==> config.mk <==
export PLATFORM = sky130hd
export DESIGN_NAME = debug_hart_ctrl
export DESIGN_NICKNAME = d
export VERILOG_FILES = /design/src/rtl/debug_hart_ctrl.sv
export SDC_FILE = /design/constraint.sdc
export NUM_CORES = 1
export LEC_CHECK = 0
export CAP_MARGIN = 25
export CORE_UTILIZATION = 40
export DETAILED_ROUTE_END_ITERATION = 8
export HOLD_SLACK_MARGIN = 0.1
export PLACE_DENSITY = 0.73
export SLEW_MARGIN = 10
export SYNTH_ARGS = -nofsm -noshare
export SYNTH_HDL_FRONTEND = slang
export SYNTH_SLANG_ARGS = --single-unit
==> constraint.sdc <==
create_clock -name clk_i -period 4.07 [get_ports clk_i]
set_input_delay 0.6105 -clock clk_i [delete_from_list [all_inputs] [get_ports clk_i]]
set_output_delay 0.6105 -clock clk_i [all_outputs]
set_load 0.005 [all_outputs]
==> src/rtl/debug_hart_ctrl.sv <==
// Debug-module side of the hart halt/resume handshake with dmstatus-style flags.
// Optional feature: define DM_RESETHALTREQ_EN to enable halt-on-reset (resethaltreq).
module debug_hart_ctrl #(
    parameter int unsigned TIMEOUT_CYCLES = 1024
) (
    input  logic clk_i,
    input  logic rst_ni,
    input  logic dm_haltreq_i,
    input  logic dm_resumereq_i,
    input  logic dm_ackhavereset_i,
    input  logic dm_setrsthalt_i,
    input  logic dm_clrrsthalt_i,
    input  logic hart_reset_i,
    input  logic halted_i,
    output logic debug_strobe_o,
    output logic resume_req_o,
    output logic halted_o,
    output logic running_o,
    output logic resumeack_o,
    output logic havereset_o,
    output logic busy_o,
    output logic timeout_o
);
    localparam int unsigned CW = $clog2(TIMEOUT_CYCLES + 1);
    localparam logic [CW-1:0] CNT_LAST = CW'(TIMEOUT_CYCLES - 1);
    localparam logic [CW-1:0] CNT_MAX  = CW'(TIMEOUT_CYCLES);

    typedef enum logic [1:0] {RUNNING, HALT_REQ, HALTED, RESUME_REQ} state_e;

    state_e        state_q, state_d;
    logic [CW-1:0] cnt_q, cnt_d, cnt_inc;
    logic          resumeack_q, resumeack_d;
    logic          havereset_q, havereset_d;
    logic          timeout_q, timeout_d;
    logic          autohalt_q, autohalt_d;
    logic          hart_reset_q;
    logic          rsthalt_q;
    logic          reset_release;

`ifdef DM_RESETHALTREQ_EN
    always_ff @(posedge clk_i) begin
        if (!rst_ni)              rsthalt_q <= 1'b0;
        else if (dm_clrrsthalt_i) rsthalt_q <= 1'b0;
        else if (dm_setrsthalt_i) rsthalt_q <= 1'b1;
    end
`else
    logic unused_rsthalt;
    assign unused_rsthalt = dm_setrsthalt_i ^ dm_clrrsthalt_i;
    assign rsthalt_q      = 1'b0;
`endif

    // First cycle after the hart leaves reset with resethaltreq armed.
    assign reset_release = hart_reset_q & ~hart_reset_i & rsthalt_q;
    assign cnt_inc       = (cnt_q == CNT_MAX) ? cnt_q : cnt_q + CW'(1);

    always_comb begin
        state_d     = state_q;
        cnt_d       = cnt_q;
        resumeack_d = resumeack_q;
        timeout_d   = timeout_q;
        autohalt_d  = autohalt_q;
        havereset_d = havereset_q;
        if (dm_ackhavereset_i) havereset_d = 1'b0;
        if (hart_reset_i) begin
            state_d     = RUNNING;
            cnt_d       = '0;
            autohalt_d  = 1'b0;
            havereset_d = 1'b1;
        end else begin
            case (state_q)
                RUNNING: begin
                    if (halted_i) begin
                        state_d = HALTED;
                    end else if (reset_release || dm_haltreq_i) begin
                        state_d    = HALT_REQ;
                        cnt_d      = '0;
                        timeout_d  = 1'b0;
                        autohalt_d = reset_release;
                    end
                end
                HALT_REQ: begin
                    if (halted_i) begin
                        state_d    = HALTED;
                        autohalt_d = 1'b0;
                    end else if (!dm_haltreq_i && !autohalt_q) begin
                        state_d = RUNNING;
                    end else begin
                        cnt_d = cnt_inc;
                        if (cnt_q >= CNT_LAST) timeout_d = 1'b1;
                    end
                end
                HALTED: begin
                    if (dm_resumereq_i && !dm_haltreq_i) begin
                        state_d     = RESUME_REQ;
                        cnt_d       = '0;
                        resumeack_d = 1'b0;
                        timeout_d   = 1'b0;
                    end else if (!halted_i) begin
                        state_d = RUNNING;
                    end
                end
                RESUME_REQ: begin
                    if (!halted_i) begin
                        state_d     = RUNNING;
                        resumeack_d = 1'b1;
                    end else begin
                        cnt_d = cnt_inc;
                        if (cnt_q >= CNT_LAST) timeout_d = 1'b1;
                    end
                end
                default: state_d = RUNNING;
            endcase
        end
    end

    always_ff @(posedge clk_i) begin
        if (!rst_ni) begin
            state_q      <= RUNNING;
            cnt_q        <= '0;
            resumeack_q  <= 1'b0;
            havereset_q  <= 1'b1;
            timeout_q    <= 1'b0;
            autohalt_q   <= 1'b0;
            hart_reset_q <= 1'b0;
        end else begin
            state_q      <= state_d;
            cnt_q        <= cnt_d;
            resumeack_q  <= resumeack_d;
            havereset_q  <= havereset_d;
            timeout_q    <= timeout_d;
            autohalt_q   <= autohalt_d;
            hart_reset_q <= hart_reset_i;
        end
    end

    assign debug_strobe_o = (state_q == HALT_REQ);
    assign resume_req_o   = (state_q == RESUME_REQ);
    assign halted_o       = (state_q == HALTED);
    assign running_o      = ~halted_o & ~hart_reset_i;
    assign busy_o         = debug_strobe_o | resume_req_o;
    assign resumeack_o    = resumeack_q;
    assign havereset_o    = havereset_q;
    assign timeout_o      = timeout_q;
endmodule

==> flow_metrics.py <==
metrics = {
    "sta": {
        "finalClockSkew_ps": 5.278,
        "slew_violations": 0,
        "worst_slew_pin_slew_ps": 644.2,
        "setup_viol": 0,
        "relSlewSlack_pct": 56.99,
        "holdWs_ps": 470.3,
        "fin_crit_sh_pct": 62.86,
        "rsz0062_at_grt": "no",
        "final.setup.tns_ps": 0,
        "fin_crit_ps": 2558,
        "hold_viol_final": 0,
        "max_freq_ghz": 0.3909,
    },
    "logic_synthesis": {
        "synthCells": 112,
        "synth_area_um2": 924.6,
        "postSynth.asyncResetShare_pct": 0,
        "synth.area.top_cells": "dfxtp_1 35%, a32o_1 7.6%, nand3_1 4.9%",
        "seq_area_frac_synth_pct": 34.64,
        "synth_edf_count": 0,
        "synth_area_per_cell_um2": 8.256,
        "synthFlopType": "dfxtp_1",
        "ys_types": 33,
        "postSynthNetCount": 123,
        "synth_top_area_share_pct": 34.64,
        "ys_warn_count": 0,
        "synth_top_area_cell": "dfxtp_1",
        "ys_ff_latch": 16,
    },
    "layout": {
        "finalNetCount": 135,
        "fin_util_pct": 49.57,
        "layout-drive-gt1-share_pct": 6.557,
        "area_growth_syn_to_layout_pct": 17.46,
        "antenna_cells": 0,
    },
    "drt": {
        "detail_route.wl_per_cell_um": 13.87,
        "m1WireLength_um": 980,
        "ant_nets": 0,
        "drc_errors": 0,
        "met3_length_um": 106,
        "drt_wl_total_um": 2081,
        "dr_wl_met2_um": 966,
        "route.vias.total": 897,
        "drt_iter0_markers": 22,
        "top_layer": "met4",
        "drt_pass1_iterations": 4,
        "viasPerCell": 5.980,
    },
    "pwr": {
        "peakVddDrop_mv": 0.1805,
        "p_leak_uw": 0.0003320,
        "p_per_area_nw_per_um2": 251.9,
    },
    "die": {
        "initial_utilization_pct": 42.20,
        "rows": 17,
        "dieHeight_um": 50.08,
        "die_area_um2": 2508,
        "coreArea_um2": 2191,
        "io_pins": 17,
        "dieWidth_um": 50.08,
    },
    "global_route": {
        "track_usage_pct": 18.25,
        "grt_pass1_wl_um": 3477,
        "grt_antenna_before_repair": 0,
        "gr-total-overflow": 0,
        "grt_max_degree": 21,
        "grt_pass1_vias": 802,
    },
    "cts": {
        "clock_sinks": 16,
        "cts_max_path_buffers": 2,
        "cts_resized": 0,
        "numCtsBuffers": 3,
        "clock_latency_ps": 290,
        "cts.reportedPaths.clkPinSlew_ps": 90,
        "cts_hold_buf": 0,
        "clockRootBuffer": "clkbuf_4",
        "h-tree-depth": 1,
        "cts_tree": "done",
        "cts_setup_buffers": 0,
    },
    "hold_path": {
        "worstHoldPathType": "flip-flop to flip-flop",
    },
    "critical_path": {
        "cp.required_ps": 3460,
        "worstPathArrival_ps": 1950,
        "cp-start-kind": "flip-flop",
        "crit_fanout": 20,
        "crit_type": "flip-flop to output port",
        "crit_path_end_kind": "output port",
    },
    "placed_design": {
        "hpwl_um": 1468,
        "place.gp.congestion": 0.8334,
        "port_buffers": 14,
    },
    "outcome": {
        "status": "finished, final reports clean",
    },
    "run": {
        "cap_violations": 0,
    },
}
## where the power goes
part / internal [uW] / switching, uW
logic: 15.4 / 15.8
clock network: 34.5 / 47.7
registers: 158 / 2.58
## layout by cell type (no fill, tap or decap), drive strengths merged
cell type       n
a211oi          1
a21boi          1
a21oi           4
a311o           1
a311oi          1
a32o            7
a41oi           1
and2            1
and3            1
and4            1
and4bb          1
clkbuf          3
clkdlybuf4s50  14
dfxtp          16
ha              2
inv             6
nand2           9
nand3           9
nand4           5
nor2            6
nor2b           3
nor3            9
nor3b           3
nor4            3
nor4b           1
o211ai          2
o21a            1
o21ai           6
o31a            1
o31ai           3
## layout make-up
class / count / area, um2
tap: 28 / 35.03
clock buffer: 3 / 22.52
sequential: 16 / 320.3
inverter: 6 / 22.52
timing repair buffer: 14 / 140.1
multi-input combinational: 83 / 545.5
fill: 218 / 1105
## state kept, by name, indices dropped and copies added, names as in the netlist
| register | count |
|---|---|
| cnt_q | 11 |
| timeout_o | 1 |
| havereset_o | 1 |
| resumeack_o | 1 |
| state_q | 2 |
## kinds of logic after synthesis
kind of cell / after synthesis / share of synthesized area, %
AO/OA/AOI/OAI: 29 / 25.03
adder cells (fa/ha/maj): 2 / 2.706
buffers and inverters: 13 / 6.359
flip-flops: 16 / 34.64
AND/OR/NAND/NOR: 52 / 31.26
## per-stage QoR
stage	instances	total power (uW)	area, um2	setup slack [ps]
detailed placement	147	194.9	1064	1734
global placement	147	194.1	1064	1749
floorplan	112	181.6	924.6	2419
global route	150	286.8	1086	1395
finish	150	273.6	1086	1512
CTS	150	276.8	1086	1530
## worst paths after layout
kind / start / end / slack (ps) / cells past startpoint
max reg2reg: cnt_q[0] / cnt_q[8] / 1980 / 6
min reg2reg: resumeack_o / resumeack_o / 470 / 2
min: resumeack_o / resumeack_o / 470 / 2
max: state_q[0] / debug_strobe_o / 1510 / 3
## synthesized netlist by cell type, types with 4 or more instances
master,instances
a21oi_1,4
a32o_1,7
nor2_1,6
nand4_1,5
inv_1,6
dfxtp_1,16
nand2_1,9
o21ai_0,6
nand3_1,9
nor3_1,8
## critical path: stages (launching register included)
cell and delay (ps):
dfxtp_1 740, inv_1 270, nor2_1 140, clkdlybuf4s50_1 510
## per-layer routing
layer  GRT usage [%]  vias up
li1                -      452
met1           22.55      416
met2           29.33       26
met3           4.938        3
met4           7.619        0
met5               0        -
Note: power is estimated with default switching activity, not from simulation.
